<file path="config.mk">
export PLATFORM = sky130hd
export DESIGN_NAME = fifo_ptr_ctrl_flat
export DESIGN_NICKNAME = d
export VERILOG_FILES = /design/src/rtl/fifo_pkg.sv /design/src/rtl/fifo_ptr_ctrl_if.sv /design/src/rtl/fifo_ptr_cnt.sv /design/src/rtl/fifo_ptr_ctrl.sv /design/src/flat_wrapper.sv
export SDC_FILE = /design/constraint.sdc
export NUM_CORES = 1
export LEC_CHECK = 0
export BUFFER_PORTS_ARGS = -buffer_cell sky130_fd_sc_hd__clkbuf_2
export CAP_MARGIN = 20
export CORE_MARGIN = 2
export CORE_UTILIZATION = 43
export CTS_BUF_LIST = sky130_fd_sc_hd__clkbuf_4
export DETAILED_ROUTE_END_ITERATION = 6
export PLACE_DENSITY_LB_ADDON = 0.2
export REMOVE_ABC_BUFFERS = 1
export SYNTH_ARGS = -nofsm -noshare
export SYNTH_HDL_FRONTEND = slang
export SYNTH_SLANG_ARGS = --single-unit
</file>
<file path="constraint.sdc">
create_clock -name clk -period 5.3 [get_ports clk]
set_input_delay 0.795 -clock clk [delete_from_list [all_inputs] [get_ports clk]]
set_output_delay 0.795 -clock clk [all_outputs]
set_load 0.005 [all_outputs]
</file>
<file path="src/rtl/fifo_pkg.sv">
// Shared constants for the 16-entry FIFO pointer/flag controller and its
// occupancy datapath.
package fifo_pkg;

    localparam int FIFO_ADDR_W   = 4;
    localparam int FIFO_PTR_W    = FIFO_ADDR_W + 1;
    localparam int FIFO_DEPTH    = 1 << FIFO_ADDR_W;
    localparam int FIFO_AF_LEVEL = 14;
    localparam int FIFO_AE_LEVEL = 2;

    typedef logic [FIFO_PTR_W-1:0] fifo_ptr_t;

endpackage : fifo_pkg

</file>
<file path="src/rtl/fifo_ptr_ctrl_if.sv">
// Request/ack, address, pointer and flag bundle of fifo_ptr_ctrl.
// The almost_full/almost_empty members exist only with FIFO_ALMOST_FLAGS_EN.
interface fifo_ptr_ctrl_if #(
    parameter int ADDR_W = 4
);

    logic              wr_en;
    logic              rd_en;
    logic              wr_ack;
    logic              rd_ack;
    logic [ADDR_W-1:0] wr_addr;
    logic [ADDR_W-1:0] rd_addr;
    logic [ADDR_W:0]   wr_ptr;
    logic [ADDR_W:0]   rd_ptr;
    logic              sub_sel;
    logic              full;
    logic              empty;
    logic              overflow;
    logic              underflow;
`ifdef FIFO_ALMOST_FLAGS_EN
    logic              almost_full;
    logic              almost_empty;
`endif

    modport master (
        output wr_en, rd_en,
        input  wr_ack, rd_ack, wr_addr, rd_addr, wr_ptr, rd_ptr,
        input  sub_sel, full, empty, overflow, underflow
`ifdef FIFO_ALMOST_FLAGS_EN
        , input almost_full, almost_empty
`endif
    );

    modport slave (
        input  wr_en, rd_en,
        output wr_ack, rd_ack, wr_addr, rd_addr, wr_ptr, rd_ptr,
        output sub_sel, full, empty, overflow, underflow
`ifdef FIFO_ALMOST_FLAGS_EN
        , output almost_full, almost_empty
`endif
    );

endinterface : fifo_ptr_ctrl_if

</file>
<file path="src/rtl/fifo_ptr_cnt.sv">
// Wrapping PTR_W-bit pointer register with increment enable. next_ptr exposes
// the value the register takes on the coming edge so flags can be precomputed.
module fifo_ptr_cnt #(
    parameter int PTR_W = 5
) (
    input  logic             clk,
    input  logic             rst_n,
    input  logic             inc,
    output logic [PTR_W-1:0] ptr,
    output logic [PTR_W-1:0] next_ptr
);

    logic [PTR_W-1:0] ptr_r;
    logic [PTR_W-1:0] next_ptr_s;

    // Next pointer value; natural overflow of the adder gives the modulo wrap
    always_comb begin
        next_ptr_s = ptr_r;
        if (inc) begin
            next_ptr_s = ptr_r + {{(PTR_W-1){1'b0}}, 1'b1};
        end else begin
            next_ptr_s = ptr_r;
        end
    end

    // Pointer register, cleared asynchronously
    always_ff @(posedge clk or negedge rst_n) begin
        if (!rst_n) begin
            ptr_r <= {PTR_W{1'b0}};
        end else begin
            ptr_r <= next_ptr_s;
        end
    end

    assign ptr      = ptr_r;
    assign next_ptr = next_ptr_s;

endmodule : fifo_ptr_cnt

</file>
<file path="src/rtl/fifo_ptr_ctrl.sv">
// Pointer and flag controller for the 16-entry FIFO. Optional registered
// almost_full/almost_empty outputs are built when FIFO_ALMOST_FLAGS_EN is defined.
module fifo_ptr_ctrl
    import fifo_pkg::*;
#(
    parameter int ADDR_W = FIFO_ADDR_W
`ifdef FIFO_ALMOST_FLAGS_EN
    ,
    parameter int AF_LEVEL = FIFO_AF_LEVEL,
    parameter int AE_LEVEL = FIFO_AE_LEVEL
`endif
) (
    input  logic           clk,
    input  logic           rst_n,
    fifo_ptr_ctrl_if.slave bus
);

    localparam int PTR_W = ADDR_W + 1;

    logic             wr_ack_s;
    logic             rd_ack_s;
    logic [PTR_W-1:0] wr_ptr_s;
    logic [PTR_W-1:0] rd_ptr_s;
    logic [PTR_W-1:0] next_wr_s;
    logic [PTR_W-1:0] next_rd_s;
    logic             next_empty_s;
    logic             next_full_s;

    logic             full_r;
    logic             empty_r;
    logic             overflow_r;
    logic             underflow_r;
    logic             sub_sel_r;

    // Accept decision on the registered flags; a read frees a slot for a write
    // in the same cycle, and nothing is acknowledged while reset is held
    always_comb begin
        wr_ack_s = 1'b0;
        rd_ack_s = 1'b0;
        if (rst_n) begin
            wr_ack_s = bus.wr_en & (~full_r | bus.rd_en);
            rd_ack_s = bus.rd_en & ~empty_r;
        end else begin
            wr_ack_s = 1'b0;
            rd_ack_s = 1'b0;
        end
    end

    fifo_ptr_cnt #(
        .PTR_W    (PTR_W)
    ) u_wr_cnt (
        .clk      (clk),
        .rst_n    (rst_n),
        .inc      (wr_ack_s),
        .ptr      (wr_ptr_s),
        .next_ptr (next_wr_s)
    );

    fifo_ptr_cnt #(
        .PTR_W    (PTR_W)
    ) u_rd_cnt (
        .clk      (clk),
        .rst_n    (rst_n),
        .inc      (rd_ack_s),
        .ptr      (rd_ptr_s),
        .next_ptr (next_rd_s)
    );

    // Flags from next-state pointers: equal means empty, equal address with
    // differing wrap bit means a full lap ahead
    always_comb begin
        next_empty_s = (next_wr_s == next_rd_s);
        next_full_s  = (next_wr_s[ADDR_W] != next_rd_s[ADDR_W]) &&
                       (next_wr_s[ADDR_W-1:0] == next_rd_s[ADDR_W-1:0]);
    end

    // Flag, reject-pulse and subtractor-enable registers
    always_ff @(posedge clk or negedge rst_n) begin
        if (!rst_n) begin
            full_r      <= 1'b0;
            empty_r     <= 1'b1;
            overflow_r  <= 1'b0;
            underflow_r <= 1'b0;
            sub_sel_r   <= 1'b0;
        end else begin
            full_r      <= next_full_s;
            empty_r     <= next_empty_s;
            overflow_r  <= bus.wr_en & ~wr_ack_s;
            underflow_r <= bus.rd_en & ~rd_ack_s;
            sub_sel_r   <= 1'b1;
        end
    end

`ifdef FIFO_ALMOST_FLAGS_EN
    localparam logic [PTR_W-1:0] AF_LVL_C = PTR_W'(AF_LEVEL);
    localparam logic [PTR_W-1:0] AE_LVL_C = PTR_W'(AE_LEVEL);

    logic [PTR_W-1:0] next_count_s;
    logic             almost_full_r;
    logic             almost_empty_r;

    // Occupancy after this edge, modulo the pointer width like the subtractor
    always_comb begin
        next_count_s = next_wr_s - next_rd_s;
    end

    // Threshold flag registers
    always_ff @(posedge clk or negedge rst_n) begin
        if (!rst_n) begin
            almost_full_r  <= 1'b0;
            almost_empty_r <= 1'b1;
        end else begin
            almost_full_r  <= (next_count_s >= AF_LVL_C);
            almost_empty_r <= (next_count_s <= AE_LVL_C);
        end
    end

    assign bus.almost_full  = almost_full_r;
    assign bus.almost_empty = almost_empty_r;
`endif

    assign bus.wr_ack    = wr_ack_s;
    assign bus.rd_ack    = rd_ack_s;
    assign bus.wr_ptr    = wr_ptr_s;
    assign bus.rd_ptr    = rd_ptr_s;
    assign bus.wr_addr   = wr_ptr_s[ADDR_W-1:0];
    assign bus.rd_addr   = rd_ptr_s[ADDR_W-1:0];
    assign bus.full      = full_r;
    assign bus.empty     = empty_r;
    assign bus.overflow  = overflow_r;
    assign bus.underflow = underflow_r;
    assign bus.sub_sel   = sub_sel_r;

endmodule : fifo_ptr_ctrl

</file>
<file path="src/flat_wrapper.sv">
// flat-port wrapper written by rule: the top's interface ports become plain ports
module fifo_ptr_ctrl_flat import fifo_pkg::*;
#(
    parameter int ADDR_W = FIFO_ADDR_W

)
  (clk, rst_n, bus_wr_en, bus_rd_en, bus_wr_ack, bus_rd_ack, bus_wr_addr, bus_rd_addr, bus_wr_ptr, bus_rd_ptr, bus_sub_sel, bus_full, bus_empty, bus_overflow, bus_underflow);
  fifo_ptr_ctrl_if #(.ADDR_W(ADDR_W)) bus_i ();
  input  logic clk;
  input  logic rst_n;
  input wire logic [$bits(bus_i.wr_en)-1:0] bus_wr_en;
  input wire logic [$bits(bus_i.rd_en)-1:0] bus_rd_en;
  output wire logic [$bits(bus_i.wr_ack)-1:0] bus_wr_ack;
  output wire logic [$bits(bus_i.rd_ack)-1:0] bus_rd_ack;
  output wire logic [$bits(bus_i.wr_addr)-1:0] bus_wr_addr;
  output wire logic [$bits(bus_i.rd_addr)-1:0] bus_rd_addr;
  output wire logic [$bits(bus_i.wr_ptr)-1:0] bus_wr_ptr;
  output wire logic [$bits(bus_i.rd_ptr)-1:0] bus_rd_ptr;
  output wire logic [$bits(bus_i.sub_sel)-1:0] bus_sub_sel;
  output wire logic [$bits(bus_i.full)-1:0] bus_full;
  output wire logic [$bits(bus_i.empty)-1:0] bus_empty;
  output wire logic [$bits(bus_i.overflow)-1:0] bus_overflow;
  output wire logic [$bits(bus_i.underflow)-1:0] bus_underflow;
  assign bus_i.wr_en = bus_wr_en;
  assign bus_i.rd_en = bus_rd_en;
  assign bus_wr_ack = bus_i.wr_ack;
  assign bus_rd_ack = bus_i.rd_ack;
  assign bus_wr_addr = bus_i.wr_addr;
  assign bus_rd_addr = bus_i.rd_addr;
  assign bus_wr_ptr = bus_i.wr_ptr;
  assign bus_rd_ptr = bus_i.rd_ptr;
  assign bus_sub_sel = bus_i.sub_sel;
  assign bus_full = bus_i.full;
  assign bus_empty = bus_i.empty;
  assign bus_overflow = bus_i.overflow;
  assign bus_underflow = bus_i.underflow;
  fifo_ptr_ctrl #(.ADDR_W(ADDR_W)) u_core (.clk(clk), .rst_n(rst_n), .bus(bus_i));
endmodule
</file>
==> metrics.cfg, run 1 <==
[clock_tree]
ctsLongestPathBuffers=2
clk_pin_slew_worst_paths_ns=0.09
postCtsHoldBufs=0
cts_tree=built
ctsRootBufferMaster=clkbuf_4
cts.sinks=15
cts-resized-gates=0
clk_latency_ns=0.28
cts_htree_levels=1
post_cts_buffers=0
cts-buffers-inserted=3

[global_route]
antenna_found_initial=0
grt_max_degree=19
grt_pass1_vias=474
grt_pass1_wl_um=2180
grt_use_total=0.150
gr-total-overflow=0

[layout]
design_area_um2=938
nets=94
syn2layout_area_growth_pct=17.7
multiInputGateArea_um2=357
num_antenna_cells=0
seq_area_um2=377
fillCellCount=165
drive_above_1_share=0.483

[sta]
finalSetupTns_ns=0
fmax_mhz=395
hold_slack_ns=0.435
min_period_ns=2.53
drv_slew=0
fin_worst_skew_ns=0.00615
setup_viol=0
rsz0062_at_grt=false
fin_crit_sh=0.478
hold_violations=0

[yosys]
synth-edff-count=0
synth_area_leader_cell=dfrtp_1
yosys-top-cells-area=dfrtp_1 44%, buf_4 7.5%, xor2_1 6.6%, xor3_1 6.0%, dfstp_2 3.3%
syn_avg_cell_area_um2=12.7
synthArstFlopShare=1.00
synthTopCellsByCount=14 x dfrtp_1, 8 x buf_4, 6 x xor2_1, 3 x nand3_1, 3 x xnor2_1
yosysMostFrequentCell=dfrtp_1
synth_area_um2=797
ys.flop_type=dfrtp_1
ys_seq_area_frac=0.473
ys_seq_elements=15
synth_top_area_share=0.440
yosysWarningCount=0
syn_inst=63
synth_cell_types=29

[placed_design]
hpwlAfterDp_um=1000
placement.io_buffers=28
postPlaceCellArea_um2=908
gp_congestion=0.737

[critical_path]
cp-endpoint=bus_wr_ack
arrival_ns=1.74
crit_required_ns=4.51
ff2ff_path_depth=5
path_buf_inv=2
path_cells=clkbuf_2 -> nand2_2 -> nor2_2 -> clkbuf_2
timing.rr.end=u_core.bus.empty
startpoint=rst_n
crit_path_frequent_cell=clkbuf_2
crit_type=in -> out
r2r-start=u_core.u_wr_cnt.ptr[0]
crit_cells=4
path_delay_family=buffers and inverters
cp_max_fo=18
cp_slowest_stage_delay_ns=0.36
crit_path_end_kind=output port
slowest_stage=clkbuf_2
critPathLaunchType=input pin
r2r_slack_ns=3.22

[detailed_routing]
drc=0
detail_route.wl_per_cell_um=11.9
wl_um=1330
drtIter0Drc=0
dr_total_vias=518
drtAntennaViolNets=0
vias_per_cell=4.63
drtPass1Iterations=1

[floorplanning]
rows=15
start_util=0.462
die_w_um=47.1
die_area_mm2=0.00221
dieHeight_um=47.1
ios=29
core_area_mm2=0.00173

[job]
drv_cap=0

[pwr]
power.leakage_nw=0.483
ir_drop_mv=0.296
power.density_mw_per_mm2=585

[worst_hold_path]
hold_path_class=in -> async

[outcome]
status=completed

area by class of cell:
class	count	area share
clock buffer	4	0.0320
timing repair buffer	28	0.149
inverter	1	0.00400
tap	25	0.0333
sequential	15	0.401
multi-input combinational	39	0.380
registers in the layout (all words and copies together), names as in the netlist:
signal and count:
u_core.u_rd_cnt.ptr 5, u_core.bus.overflow 1, u_core.bus.empty 1, u_core.bus.full 1, u_core.bus.underflow 1, u_core.bus.sub_sel 1
u_core.u_wr_cnt.ptr 5
per-stage QoR:
step | worst slack [ns] | utilization | power, mW | std cells
4_1_cts | 2.72 | 0.543 | 0.559 | 112
6_report | 2.77 | 0.543 | 0.549 | 112
3_3_place_gp | 2.54 | 0.526 | 0.482 | 108
5_1_grt | 2.58 | 0.543 | 0.602 | 112
3_5_place_dp | 2.45 | 0.526 | 0.484 | 108
2_1_floorplan | 3.08 | - | 0.378 | 55
cells in the final DEF (no fill, tap or decap), types with 2 or more instances in the layout:
cell type / instances
nor2_1: 2
clkbuf_4: 4
nor3_1: 2
xnor2_1: 3
nand3_1: 3
nand2_1: 2
xor3_1: 2
dfrtp_1: 14
xor2_1: 6
clkbuf_2: 28
ha_1: 2
per-layer routing:
metal | GRT usage | share of wire | vias up
li1 | - | - | 252
met1 | 0.197 | 0.45 | 242
met2 | 0.214 | 0.47 | 22
met3 | 0.0462 | 0.069 | 2
met4 | 0.100 | 0.0083 | 0
met5 | 0 | 0 | -
kinds of logic (layout without fill, tap and decap cells):
family                     after synthesis  count (layout)  synth area share
AOI/OAI and AO/OA                        2               2            0.0125
and+or+nand+nor                         21              21             0.190
xor gates and xnor gates                12              12             0.190
buffers and inverters                    9              33            0.0801
adders and majority gates                2               2            0.0314
other                                    1               1           0.00471
muxes                                    1               1            0.0188
DFF                                     15              15             0.473
where the power goes:
part | total, mW | internal, mW | leakage [nW] | switching (mW)
registers | 0.216 | 0.163 | 0.181 | 0.0527
clock network | 0.0699 | 0.0343 | 0.0184 | 0.0356
logic | 0.263 | 0.161 | 0.283 | 0.102
total | 0.549 | 0.358 | 0.483 | 0.191
worst register-to-register path, cell delays in order (launching register included):
cell and delay (ns):
dfrtp_1 0.45, ha_1 0.20, nor3b_2 0.26, xor3_1 0.36, or4b_4 0.53, nor3b_1 0.21
worst min-delay path by stage:
stage          slack, ns  cells after the start                     end                    from
2_1_floorplan       0.50                      0         u_core.bus.full                   rst_n
3_3_place_gp        0.49                      1  u_core.u_rd_cnt.ptr[4]  u_core.u_rd_cnt.ptr[4]
3_5_place_dp        0.50                      1  u_core.u_rd_cnt.ptr[4]  u_core.u_rd_cnt.ptr[4]
4_1_cts             0.44                      1  u_core.u_wr_cnt.ptr[2]                   rst_n
5_1_grt             0.45                      1  u_core.u_wr_cnt.ptr[2]                   rst_n
6_report            0.43                      1  u_core.u_wr_cnt.ptr[2]                   rst_n
Note: power is estimated with default switching activity, not from simulation.
==> run 2, diff against run 1 <==
clock period = 2.23 ns   (was 5.3 ns; I/O delays follow)
==> run 2 against run 1 <==
Global-route usage up 1.2 points. Clock skew rose by 0.0037 ns. Power grew 140%. First-iteration DRC count up 3. Critical path depth increased by 1. Sequential cell count stayed put. Register-to-register slack worse by 3.0 ns.
==> metrics.cfg, run 2 (synthesized netlist as in run 1, its figures left out) <==
[outcome]
status=completed

[detailed_routing]
drtIter0Drc=3
vias_per_cell=4.70
dr_total_vias=550
drtAntennaViolNets=0
detail_route.wl_per_cell_um=12.8
drc=0
drtPass1Iterations=2
wl_um=1500

[placed_design]
gp_congestion=0.743
hpwlAfterDp_um=1130
postPlaceCellArea_um2=938
dp_slack_ns=0.121
placement.io_buffers=28
place_inst=112

[layout]
num_antenna_cells=0
mostFrequentLayoutCell=clkbuf_2
nets=99
stdcell_count=117
drive_above_1_share=0.500
seq_area_um2=377
syn2layout_area_growth_pct=22.4
fillCellCount=153
final_cell_mix=28 x clkbuf_2, 14 x dfrtp_1, 6 x xor2_1
multiInputGateArea_um2=357
design_area_um2=976

[pwr]
switching_share=0.359
power.density_mw_per_mm2=1360
pwr-share-clk=0.118
power.leakage_nw=0.506
pwr-share-seq=0.380
internal-power_uw=854
pwr-share-comb=0.501
power.switching_uw=478
ir_drop_mv=0.670

[clock_tree]
ctsLongestPathBuffers=2
cts.sinks=15
cts-resized-gates=0
cts-buffers-inserted=3
cts_tree=built
clk_pin_slew_worst_paths_ns=0.10
clk_latency_ns=0.29
ctsRootBufferMaster=clkbuf_4
cts_htree_levels=1

[sta]
fin_worst_skew_ns=0.00986
setup_viol=0
hold_violations=0
worst_slack_ns=0.197
finalSetupTns_ns=0
fmax_mhz=492
min_period_ns=2.03
fin_crit_sh=0.912
rsz0062_at_grt=false
drv_slew=0

[critical_path]
timing.rr.end=u_core.bus.empty
arrival_ns=2.25
path_cells=ha_1 -> nor3b_2 -> xor3_1 -> or4b_4 -> nor3b_1
path_delay_family=simple AND/OR/NAND/NOR gates
slowest_stage=or4b_4
cp_slowest_stage_delay_ns=0.52
ff2ff_path_depth=5
r2r-start=u_core.u_wr_cnt.ptr[1]
crit_required_ns=2.45
r2r_slack_ns=0.20
crit_type=reg -> reg
path_buf_inv=0
critPathLaunchType=register
crit_path_end_kind=register
cp_max_fo=5

[worst_hold_path]
hold_path_class=in -> async

[floorplanning]
die_w_um=47.1
core_area_mm2=0.00173
ios=29
start_util=0.462
rows=15
die_area_mm2=0.00221
dieHeight_um=47.1

[global_route]
use_met3=0.0346
grt_max_degree=10
grtUsageMet1=0.224
grt_pass1_vias=551
grt_use_total=0.163
top_usage_layer=met2
grtUsageMet2=0.252
grt_pass1_wl_um=2460
gr-total-overflow=0
antenna_found_initial=0

[job]
drv_cap=0

## run 2: cell types whose count changed in the layout (fill, tap and decap cells not counted)
cell	change
buf_4	+4
dlygate4sd3_1	+1
clkinv_2	+1
clkbuf_4	-1
## run 2: layout make-up
| type | instances | share of cell area |
|---|---|---|
| sequential | 15 | 0.386 |
| multi-input combinational | 39 | 0.365 |
| timing repair buffer | 33 | 0.185 |
| tap | 25 | 0.0321 |
| clock buffer | 3 | 0.0231 |
| clock inverter | 1 | 0.00513 |
| inverter | 1 | 0.00385 |
## run 2: routing by layer
metal  part of all wire  vias up
met4              0.016        0
li1                   -      263
met5                  0        -
met3              0.065        4
met1               0.47      259
met2               0.45       24
## run 2: worst reg2reg max path, delay by kind of cell, from the launching register on
kind | cells | cell delay (ns)
AND/OR/NAND/NOR | 3 | 0.99
flip-flops | 1 | 0.42
XOR/XNOR | 1 | 0.36
adder cells (fa/ha/maj) | 1 | 0.19
## run 2: how the worst max path moves through the flow
stage                            from               end  slack (ns)  cells past startpoint
2_1_floorplan  u_core.u_wr_cnt.ptr[0]  u_core.bus.empty        0.27                      5
3_3_place_gp                    rst_n  u_core.bus.empty        0.18                      6
3_5_place_dp                    rst_n  u_core.bus.empty        0.12                      6
4_1_cts        u_core.u_wr_cnt.ptr[1]  u_core.bus.empty        0.20                      5
5_1_grt        u_core.u_rd_cnt.ptr[0]  u_core.bus.empty        0.01                      6
6_report       u_core.u_wr_cnt.ptr[1]  u_core.bus.empty        0.20                      5
## run 2: repair_timing
item,CTS,global route
endpoints found under the hold margin,2,0
setup buffers,0,0
hold buffers,1,0
## run 2: per-stage QoR
step           utilization  power [mW]  hold WS, ns
2_1_floorplan            -       0.898       0.0389
3_3_place_gp         0.543        1.17        0.175
3_5_place_dp         0.543        1.18        0.176
4_1_cts              0.565        1.34       0.0353
5_1_grt              0.565        1.45       0.0503
6_report             0.565        1.33       0.0333
## run 2: power by group through the flow
stage	Sequential (mW)	Combinational, mW	Clock [mW]
finish	0.507	0.668	0.158
floorplan	0.525	0.374	0
CTS	0.509	0.675	0.161
detailed placement	0.512	0.669	0
global route	0.528	0.746	0.173
global placement	0.502	0.665	0
